==> config.mk <==
export PLATFORM = sky130hd
export DESIGN_NAME = uart_stim_tx
export DESIGN_NICKNAME = d
export VERILOG_FILES = /design/src/rtl/uart_stim_tx.sv
export SDC_FILE = /design/constraint.sdc
export NUM_CORES = 1
export LEC_CHECK = 0
export CAP_MARGIN = 15
export CORE_AREA = 2 2 148 150
export CTS_BUF_LIST = sky130_fd_sc_hd__clkbuf_4
export DETAILED_ROUTE_END_ITERATION = 8
export DIE_AREA = 0 0 150 152
export PLACE_DENSITY_LB_ADDON = 0.2
export SLEW_MARGIN = 20
export SYNTH_ARGS = -nofsm -noshare
export SYNTH_HDL_FRONTEND = slang
export SYNTH_SLANG_ARGS = --single-unit
==> constraint.sdc <==
create_clock -name sys_clk -period 4 [get_ports sys_clk]
set_input_delay 0.8 -clock sys_clk [delete_from_list [all_inputs] [get_ports sys_clk]]
set_output_delay 0.8 -clock sys_clk [all_outputs]
set_load 0.01 [all_outputs]
==> src/rtl/uart_stim_tx.sv <==
`timescale 1ns/1ps
// UART stimulus generator: queues words in a small FIFO and serialises them
// with a fixed baud divisor, word length, parity mode and stop-bit count.
//
// state    | meaning
// ---------+-----------------------------------------------------------
// S_IDLE   | line high, waiting for a queued word
// S_START  | start bit (line low) for CLK_DIV cycles
// S_DATA   | DATA_BITS data bits, LSB first, CLK_DIV cycles each
// S_PARITY | parity bit (only when PARITY != 0)
// S_STOP   | STOP_BITS stop bits; last cycle pulses tx_done, may chain to S_START
module uart_stim_tx #(
   parameter int unsigned CLK_DIV    = 868,
   parameter int unsigned DATA_BITS  = 8,
   parameter int unsigned PARITY     = 0,
   parameter int unsigned STOP_BITS  = 1,
   parameter int unsigned FIFO_DEPTH = 16
) (
   input  logic                                sys_clk,
   input  logic                                sys_rst_n,
   input  logic [DATA_BITS-1:0]                in_data,
   input  logic                                in_valid,
   output logic                                in_ready,
   output logic                                serial_tx,
   output logic                                busy,
   output logic                                tx_done,
   output logic [$clog2(FIFO_DEPTH+1)-1:0]     fifo_level,
   output logic [15:0]                         frame_count
);

   localparam int unsigned AW = $clog2(FIFO_DEPTH);
   localparam int unsigned LW = $clog2(FIFO_DEPTH+1);
   localparam int unsigned BW = $clog2(DATA_BITS+1);
   localparam logic [15:0]   BAUD_LOAD = 16'(CLK_DIV - 1);
   localparam logic [BW-1:0] LAST_DATA = BW'(DATA_BITS - 1);
   localparam logic [BW-1:0] LAST_STOP = BW'(STOP_BITS - 1);

   typedef enum logic [2:0] {
      S_IDLE,
      S_START,
      S_DATA,
      S_PARITY,
      S_STOP
   } state_t;

   state_t                state;
   logic [DATA_BITS-1:0]  mem [FIFO_DEPTH];
   logic [AW:0]           wr_ptr;
   logic [AW:0]           rd_ptr;
   logic [15:0]           baud_cnt;
   logic [BW-1:0]         bit_idx;
   logic [DATA_BITS-1:0]  shift_q;
   logic                  parity_q;
   logic                  empty;
   logic                  full;
   logic                  push;
   logic                  pop;
   logic                  baud_tc;
   logic                  frame_end;
   logic [DATA_BITS-1:0]  head;

   function automatic logic par_of(input logic [DATA_BITS-1:0] d);
      return (PARITY == 1) ? ~(^d) : (^d);
   endfunction

   assign empty      = (wr_ptr == rd_ptr);
   assign full       = (wr_ptr[AW] != rd_ptr[AW]) && (wr_ptr[AW-1:0] == rd_ptr[AW-1:0]);
   assign in_ready   = !full;
   assign push       = in_valid && in_ready;
   assign fifo_level = LW'(wr_ptr - rd_ptr);
   assign head       = mem[rd_ptr[AW-1:0]];
   assign baud_tc    = (baud_cnt == 16'd0);
   assign frame_end  = (state == S_STOP) && baud_tc && (bit_idx == LAST_STOP);
   // A pop happens either from idle or on the last stop cycle, so frames chain with no gap.
   assign pop        = !empty && ((state == S_IDLE) || frame_end);

   always_ff @(posedge sys_clk) begin
      if (push) begin
         mem[wr_ptr[AW-1:0]] <= in_data;
      end
   end

   always_ff @(posedge sys_clk or negedge sys_rst_n) begin
      if (!sys_rst_n) begin
         wr_ptr <= '0;
      end else if (push) begin
         wr_ptr <= wr_ptr + 1'b1;
      end
   end

   always_ff @(posedge sys_clk or negedge sys_rst_n) begin
      if (!sys_rst_n) begin
         state       <= S_IDLE;
         rd_ptr      <= '0;
         baud_cnt    <= '0;
         bit_idx     <= '0;
         shift_q     <= '0;
         parity_q    <= 1'b0;
         serial_tx   <= 1'b1;
         tx_done     <= 1'b0;
         busy        <= 1'b0;
         frame_count <= '0;
      end else begin
         // Registered pulse lands on the final cycle of the last stop bit.
         tx_done <= (state == S_STOP) && (bit_idx == LAST_STOP) && (baud_cnt == 16'd1);
         busy    <= (state != S_IDLE) || !empty;

         if (pop) begin
            rd_ptr   <= rd_ptr + 1'b1;
            shift_q  <= head;
            parity_q <= par_of(head);
         end

         if (frame_end) begin
            frame_count <= frame_count + 16'd1;
         end

         case (state)
            S_IDLE: begin
               serial_tx <= 1'b1;
               if (!empty) begin
                  state     <= S_START;
                  serial_tx <= 1'b0;
                  baud_cnt  <= BAUD_LOAD;
               end
            end

            S_START: begin
               if (baud_tc) begin
                  state     <= S_DATA;
                  serial_tx <= shift_q[0];
                  baud_cnt  <= BAUD_LOAD;
                  bit_idx   <= '0;
               end else begin
                  baud_cnt <= baud_cnt - 16'd1;
               end
            end

            S_DATA: begin
               if (baud_tc) begin
                  baud_cnt <= BAUD_LOAD;
                  if (bit_idx == LAST_DATA) begin
                     bit_idx <= '0;
                     if (PARITY != 0) begin
                        state     <= S_PARITY;
                        serial_tx <= parity_q;
                     end else begin
                        state     <= S_STOP;
                        serial_tx <= 1'b1;
                     end
                  end else begin
                     bit_idx   <= bit_idx + BW'(1);
                     shift_q   <= shift_q >> 1;
                     serial_tx <= shift_q[1];
                  end
               end else begin
                  baud_cnt <= baud_cnt - 16'd1;
               end
            end

            S_PARITY: begin
               if (baud_tc) begin
                  state     <= S_STOP;
                  serial_tx <= 1'b1;
                  baud_cnt  <= BAUD_LOAD;
                  bit_idx   <= '0;
               end else begin
                  baud_cnt <= baud_cnt - 16'd1;
               end
            end

            S_STOP: begin
               if (baud_tc) begin
                  baud_cnt <= BAUD_LOAD;
                  if (bit_idx == LAST_STOP) begin
                     bit_idx <= '0;
                     if (!empty) begin
                        state     <= S_START;
                        serial_tx <= 1'b0;
                     end else begin
                        state     <= S_IDLE;
                        serial_tx <= 1'b1;
                     end
                  end else begin
                     bit_idx <= bit_idx + BW'(1);
                  end
               end else begin
                  baud_cnt <= baud_cnt - 16'd1;
               end
            end

            default: begin
               state     <= S_IDLE;
               serial_tx <= 1'b1;
            end
         endcase
      end
   end

endmodule

==> impl_metrics.env, run 1 <==
export IMPL_fp_dieArea_um2=22800
export IMPL_yosysUniqueCellTypes=58
export IMPL_fmax_mhz=266.6
export IMPL_max_cap_violations=0
export IMPL_slew_limit_headroom=0.3818
export IMPL_cts_hold_buf=0
export IMPL_start_kind="flop"
export IMPL_vdd_drop_max_uv=344.3
export IMPL_grt_pass1_wl_um=29590
export IMPL_clockBufferDepth=2
export IMPL_synth_area_leader_cell="edfxtp_1"
export IMPL_fin_cells=945
export IMPL_rsz0062_at_grt="no"
export IMPL_drc=0
export IMPL_reg2reg_depth=7
export IMPL_num_rows=54
export IMPL_ys_seq_area_frac=0.6400
export IMPL_placed_cell_area_um2=8991
export IMPL_grt_busiest_layer="met2"
export IMPL_yosys_register_bits=188
export IMPL_core_area_um2=21350
export IMPL_dp_hpwl_um=12670
export IMPL_fin_worst_skew_ps=25.09
export IMPL_port_buffers=35
export IMPL_finalWirelength_um=18360
export IMPL_grt_max_degree=47
export IMPL_hold_viol=0
export IMPL_cts_buffers=17
export IMPL_async_reset_ff_frac=0.3191
export IMPL_avgRoutedWirePerCell_um=19.43
export IMPL_first_iter_violations=444
export IMPL_postCtsSetupBuffers=0
export IMPL_yosysMostFrequentCell="edfxtp_1"
export IMPL_post_cts_resized=0
export IMPL_ys_top_cells_by_count="edfxtp_1 (128), dfrtp_1 (59), nand2_1 (50), nor2_1 (40)"
export IMPL_ctsRootBufferMaster="clkbuf_4"
export IMPL_ff2ff_setup_slack_ps=890
export IMPL_cp_data_arrival_time_ps=2950
export IMPL_yosys_warnings=0
export IMPL_insertion_delay_ps=590
export IMPL_worst_path_max_fanout=17
export IMPL_min_path_type="primary input to asynchronous set/reset pin"
export IMPL_synthTopCellsByArea="edfxtp_1 (46%), dfrtp_1 (18%), mux4_2 (5.4%)"
export IMPL_cts_tree="built"
export IMPL_start_util=0.3913
export IMPL_io_pins=36
export IMPL_fin_area_um2=9284
export IMPL_worst_pin_slew_ps=923.9
export IMPL_ant_nets=0
export IMPL_die_y_um=152
export IMPL_met3_usage=0.03273
export IMPL_synth_top_cell_area_share=0.4601
export IMPL_path_class="flop to output pin"
export IMPL_period_needed_ps=3751
export IMPL_p_per_area_nw_per_um2=430.4
export IMPL_setup_viol=0
export IMPL_first_pass_iters=5
export IMPL_clk_pin_slew_ps=160
export IMPL_p_leak_nw=3.330
export IMPL_n_antenna_cell=0
export IMPL_utilization=0.4348
export IMPL_nets=678
export IMPL_netlist_instances=618
export IMPL_place_congestion=0.8900
export IMPL_cp_required_ps=3200
export IMPL_layout_drive_gt1_share=0.1549
export IMPL_grt_usage=0.1697
export IMPL_status="complete, no violations"
export IMPL_netlist_area_um2=8354
export IMPL_num_vias=5131
export IMPL_vias_per_cell=5.430
export IMPL_dieWidth_um=150
export IMPL_grt_antenna_before_repair=0
export IMPL_synth_edf_count=128
export IMPL_grt_overflow=0
export IMPL_grt_use_met2=0.2624
export IMPL_syn_to_final_growth_pct=11.13
export IMPL_htree_levels=4
export IMPL_synth_flop_cell="edfxtp_1"
export IMPL_power_w=0.003996
export IMPL_post_route_period_util=0.9379
export IMPL_synth_nets=644
export IMPL_dp_cells=913
export IMPL_finalSetupTns_ps=0
export IMPL_endpoint_kind="output pin"
export IMPL_cts_sinks=188
export IMPL_grtUsageMet1=0.2484
export IMPL_slew_viol_final=0
export IMPL_syn_area_per_cell_um2=13.52
export IMPL_grt_pass1_vias=5145
-- metal layers --
layer  share of wire  wire length, µm
met4           0.011              204
met5               0                0
met2            0.47             8654
met1            0.47             8699
met3           0.044              806
-- power breakdown --
group	internal (W)	total [W]	switching (W)
sequential	0.00224	0.00232	0.0000828
combinational	0.000269	0.000636	0.000367
clock	0.000301	0.00104	0.000737
-- layout by cell type (no fill, tap or decap), types with 5 or more instances in the layout --
| cell | synthesis | final |
|---|---|---|
| mux2_2 | 25 | 25 |
| a21o_1 | 6 | 6 |
| inv_1 | 25 | 25 |
| nor2_1 | 40 | 40 |
| nand2b_1 | 9 | 9 |
| dfrtp_1 | 59 | 58 |
| a211oi_1 | 5 | 5 |
| edfxtp_1 | 128 | 128 |
| xor2_1 | 11 | 11 |
| o22ai_1 | 13 | 13 |
| clkbuf_4 | 0 | 19 |
| buf_4 | 2 | 11 |
| xnor2_1 | 18 | 18 |
| or3_1 | 5 | 5 |
| a21oi_1 | 16 | 16 |
| ha_1 | 14 | 14 |
| nor3_1 | 16 | 16 |
| clkdlybuf4s50_1 | 0 | 34 |
| nand2_1 | 50 | 50 |
| mux4_2 | 20 | 20 |
| nor4_1 | 5 | 5 |
| a31oi_1 | 11 | 11 |
| o31ai_1 | 7 | 7 |
| nand4_1 | 10 | 10 |
| o21ai_0 | 25 | 25 |
| nand3_1 | 25 | 25 |
-- per-stage QoR --
step | hold slack (ps) | worst slack [ps]
final | 298.4 | 248.5
after global routing | 326.5 | 85.40
after CTS | 290.5 | 220.0
after detailed placement | 502.6 | 893.6
after global placement | 461.4 | 951.1
after floorplan | 494.6 | 668.8
-- cell families (layout without fill, tap and decap cells) --
| kind of cell | count (synthesis) | in the layout | synth area share |
|---|---|---|---|
| flops | 188 | 188 | 0.6400 |
| buf+inv | 57 | 104 | 0.02875 |
| compound gates | 98 | 98 | 0.07399 |
| simple gates | 185 | 185 | 0.1147 |
| mux | 46 | 46 | 0.08881 |
| xor+xnor | 29 | 29 | 0.03040 |
| fa+ha+maj | 15 | 15 | 0.02336 |
-- layout make-up --
type	count	area (µm²)
clock inverters	13	150.1
multi-input cells	373	2768
inverters	26	97.59
repair buffers	46	427.9
flip-flops and latches	188	5348
fillers	2010	12070
well taps	280	350.3
clock buffers	19	142.6
-- path summary, 6_finish.rpt --
check	from	endpoint
max	rd_ptr[2]	fifo_level[4]
min	sys_rst_n	busy
max reg2reg	rd_ptr[3]	mem[11][7]
min reg2reg	frame_count[15]	frame_count[15]
max in group asynchronous	sys_rst_n	frame_count[14]
min in group sys_clk	frame_count[15]	frame_count[15]
-- state kept, by name (all words and copies together) (netlist names) --
signal,cells
baud_cnt,16
bit_idx,4
busy,1
frame_count,16
mem,128
rd_ptr,5
serial_tx,1
shift_q,8
state,3
tx_done,1
wr_ptr,5
-- critical path, stage by stage, from the launching register on --
cell and delay (ps):
dfrtp_1 370, buf_4 200, clkinv_1 230, ha_1 410
a21o_1 210, a21oi_1 170, xnor2_1 190, clkdlybuf4s50_1 590
(Power assumes the default switching activity.)
==> run 2, diff against run 1 <==
--- a/config.mk
+++ b/config.mk
@@ -6,10 +6,10 @@
 export NUM_CORES = 1
 export LEC_CHECK = 0
 export CAP_MARGIN = 15
-export CORE_AREA = 2 2 148 150
+export CORE_AREA = 2 2 121 182
 export CTS_BUF_LIST = sky130_fd_sc_hd__clkbuf_4
 export DETAILED_ROUTE_END_ITERATION = 8
-export DIE_AREA = 0 0 150 152
+export DIE_AREA = 0 0 123 184
 export PLACE_DENSITY_LB_ADDON = 0.2
 export SLEW_MARGIN = 20
 export SYNTH_ARGS = -nofsm -noshare
==> run 2 against run 1 <==
  * Hold slack got worse by 120 ps
  * Largest power group unchanged
  * Wire length decreased by 2.4%
  * Clock power about the same
  * Clock skew increased by 1.5 ps
  * Global-route usage decreased by 0.053 points
  * Sequential share of layout area decreased by 0.085 points
  * Via count decreased by 1.9%
  * Cell area increased by 0.15%
==> impl_metrics.env, run 2 (synthesized netlist as in run 1, its figures left out) <==
export IMPL_grt_antenna_before_repair=1
export IMPL_p_leak_nw=3.348
export IMPL_setup_ws_ps=445.9
export IMPL_syn_to_final_growth_pct=11.29
export IMPL_finalSetupTns_ps=0
export IMPL_insertion_delay_ps=580
export IMPL_htree_levels=4
export IMPL_die_y_um=184
export IMPL_clockBufferDepth=2
export IMPL_timing_rr_start="rd_ptr[3]"
export IMPL_postCtsSetupBuffers=0
export IMPL_ctsRootBufferMaster="clkbuf_4"
export IMPL_p_sw_frac=0.2908
export IMPL_grt_max_degree=39
export IMPL_grt_pass1_wl_um=28770
export IMPL_avgRoutedWirePerCell_um=19.10
export IMPL_grt_usage=0.1692
export IMPL_dp_hpwl_um=12880
export IMPL_dieWidth_um=123
export IMPL_final_common_cell="edfxtp_1"
export IMPL_top_layer="met4"
export IMPL_combPwrFrac=0.156
export IMPL_num_vias=5034
export IMPL_largest_reg_flops=128
export IMPL_r2r_end="mem[5][6]"
export IMPL_start_util=0.3982
export IMPL_register_area_um2=5348
export IMPL_core_area_um2=20980
export IMPL_num_rows=65
export IMPL_slew_viol_final=0
export IMPL_io_pins=36
export IMPL_port_buffers=35
export IMPL_min_path_type="primary input to asynchronous set/reset pin"
export IMPL_start_kind="flop"
export IMPL_post_cts_resized=0
export IMPL_layout_drive_gt1_share=0.1572
export IMPL_max_cap_violations=0
export IMPL_post_route_period_util=0.8885
export IMPL_fillers=1908
export IMPL_rsz0062_at_grt="no"
export IMPL_switching_power_w=0.001148
export IMPL_endpoint_kind="output pin"
export IMPL_cp_data_arrival_time_ps=2750
export IMPL_grt_overflow=0
export IMPL_fmax_mhz=281.4
export IMPL_grt_pass1_vias=5252
export IMPL_vias_per_cell=5.367
export IMPL_dp_slack_ps=895.4
export IMPL_vdd_drop_max_uv=175.2
export IMPL_worst_path_max_fanout=14
export IMPL_cts_buffers=17
export IMPL_cp_required_ps=3200
export IMPL_route_met3_wl_um=679
export IMPL_status="complete, no violations"
export IMPL_utilization=0.4431
export IMPL_power_frac_seq=0.588
export IMPL_wl_met1_um=7181
export IMPL_first_pass_iters=7
export IMPL_clockPowerShare=0.256
export IMPL_place_congestion=0.8758
export IMPL_period_needed_ps=3554
export IMPL_startpoint="rd_ptr[3]"
export IMPL_ant_nets=0
export IMPL_clk_pin_slew_ps=160
export IMPL_drc=0
export IMPL_p_per_area_nw_per_um2=424.5
export IMPL_fp_dieArea_um2=22630
export IMPL_hold_viol=0
export IMPL_ff2ff_setup_slack_ps=900
export IMPL_first_iter_violations=425
export IMPL_reg2reg_depth=7
export IMPL_final_cell_mix="edfxtp_1 (128), dfrtp_1 (58), nand2_1 (50)"
export IMPL_nets=681
export IMPL_multiInputGateArea_um2=2768
export IMPL_cts_sinks=188
export IMPL_path_class="flop to output pin"
export IMPL_finalWirelength_um=17920
export IMPL_slew_limit_headroom=0.4087
export IMPL_cts_tree="built"
export IMPL_fin_worst_skew_ps=26.64
export IMPL_p_int_w=0.002799
export IMPL_cts_hold_buf=0
export IMPL_worst_pin_slew_ps=883.7
export IMPL_wl_met2_um=9685
export IMPL_setup_viol=0
==> run 2: area by class of cell <==
| type | instances | area share |
|---|---|---|
| clock buffers | 17 | 0.01373 |
| repair buffers | 49 | 0.04845 |
| clock inverters | 15 | 0.01790 |
| well taps | 268 | 0.03607 |
| multi-input cells | 373 | 0.2977 |
| inverters | 26 | 0.01050 |
| flip-flops and latches | 188 | 0.5752 |
| diodes | 2 | 0.0005383 |
==> run 2: power groups by stage <==
stage	Sequential, W	Combinational (W)	Clock, W
after floorplan	0.00231	0.000370	0
after global placement	0.00235	0.000618	0
after detailed placement	0.00236	0.000628	0
after CTS	0.00232	0.000631	0.00105
after global routing	0.00233	0.000685	0.00112
final	0.00232	0.000617	0.00101
==> run 2: worst max path at each step <==
stage	endpoint	slack, ps	cells past startpoint
finish	fifo_level[4]	450	5
global route	fifo_level[4]	220	5
detailed placement	mem[5][2]	900	7
floorplan	mem[3][0]	670	10
CTS	fifo_level[3]	390	6
global placement	mem[5][0]	1050	7
==> run 2: metal layers <==
metal,up-vias,global-route usage
met4,0,0.05636
met2,106,0.3078
met1,2527,0.1955
met3,22,0.03474
li1,2379,-
met5,-,0
==> run 2: critical path: stages, from the launching register on <==
cell and delay (ps):
dfrtp_1 630, inv_1 280, ha_1 400, a21oi_1 190, xnor2_1 140, clkdlybuf4s50_1 560
==> run 2: stage by stage <==
| stage | area (µm²) | cells | power [W] | hold WS, ps |
|---|---|---|---|---|
| 3_3_place_gp | 8999 | 904 | 0.002973 | 455.8 |
| 4_1_cts | 9293 | 936 | 0.003999 | 161.0 |
| 2_1_floorplan | 8354 | 618 | 0.002685 | 494.6 |
| 6_report | 9298 | 938 | 0.003947 | 181.2 |
| 3_5_place_dp | 8999 | 904 | 0.002991 | 473.9 |
| 5_1_grt | 9298 | 938 | 0.004138 | 179.9 |
==> RTL change: new RTL, flow settings as in run 2 <==
The parameter `FIFO_DEPTH` goes from 16 to 8.
--- a/src/rtl/uart_stim_tx.sv
+++ b/src/rtl/uart_stim_tx.sv
@@ -16,3 +16,3 @@
    parameter int unsigned STOP_BITS  = 1,
-   parameter int unsigned FIFO_DEPTH = 16
+   parameter int unsigned FIFO_DEPTH = 8
 ) (
Ports: changed (resized fifo_level); port bits go from 36 to 35. The function was not compared with the original's and may differ.
==> RTL change against run 2 <==
- setup slack improved by 0.27 ns
- clock skew is 0.0077 ns lower
- wire length shrank 31%
- area after synthesis fell by 33%
- cell area down 29%
- clock power shrank 10%
- largest power group unchanged
- utilization down 13 points
- power down 29%
- largest cell class unchanged
- sequential cell count shrank 66
==> RTL change: results <==
metrics = {
    "global_routing": {
        "grt_pass1_wl_mm": 19.6,
        "grt_pass1_vias": 3633,
    },
    "yosys": {
        "synth_nets": 448,
        "ys_top_cells_by_area": "edfxtp_1 34%, dfrtp_1 26%, mux4_2 6.5%, xnor2_1 2.7%, o21ai_0 2.3%",
        "synth_area_um2": 5580,
        "syn_inst": 426,
        "synth_common_cells": "64 x edfxtp_1, 57 x dfrtp_1, 34 x nand2_1",
        "yosysSeqAreaShare": 0.605,
    },
    "finish": {
        "num-nonclk-buffers": 44,
        "antenna_cells": 1,
        "nets": 498,
        "num-multi-input-gates": 272,
        "drive_above_1_share": 0.155,
        "buf_share": 0.0626,
        "seq_area_um2": 3370,
        "fill_cells": 2157,
        "largest_reg_flops": 64,
    },
    "pwr": {
        "p_comb_frac": 0.143,
        "p_leak_nw": 2.43,
        "pwr_density_cell_nw_per_um2": 424,
        "clk-power_uw": 906,
        "p_int_mw": 1.99,
        "ir_drop_uv": 185,
    },
    "timing": {
        "fin_skew_ns": 0.0190,
    },
    "critical_path": {
        "timing.rr.start": "rd_ptr[2]",
        "critical_path.slowest_cell": "clkdlybuf4s50_1",
    },
    "clock_tree": {
        "clk_pin_slew_ns": 0.12,
        "clock_latency_ns": 0.55,
    },
    "run_status": {
        "status": "finished, final reports clean",
    },
    "placement": {
        "place.port_buffers": 34,
        "dp_cells": 725,
        "placed_area_um2": 6260,
    },
    "detailed_routing": {
        "wl_met1_mm": 4.94,
    },
}
[RTL change: cell count changes after synthesis, sizes merged, moves of 5 or more]
cell / change
mux2: -20
nor2: -8
inv: -6
clkbuf: -9
a31oi: -7
buf: -9
mux2i: +7
nand2: -16
o22ai: -9
nor3: -12
nand3: -14
edfxtp: -64
o21ai: +6
or3: +5
[RTL change: final timing paths]
path / to / slack [ns] / cells past startpoint
max: fifo_level[2] / 0.72 / 5
min: bit_idx[1] / 0.34 / 1
max reg2reg: mem[2][1] / 1.20 / 8
min reg2reg: frame_count[15] / 0.48 / 1
max in group asynchronous: frame_count[1] / 2.82 / 2
min in group sys_clk: frame_count[15] / 0.48 / 1
[RTL change: kinds of logic (layout without fill, tap and decap cells)]
| kind of cell | after synthesis | count (layout) |
|---|---|---|
| simple gates | 135 | 135 |
| buf+inv | 32 | 95 |
| mux | 29 | 29 |
| xor+xnor | 26 | 26 |
| compound gates | 71 | 71 |
| fa+ha+maj | 11 | 11 |
| flops | 122 | 122 |
| other cells | 0 | 1 |
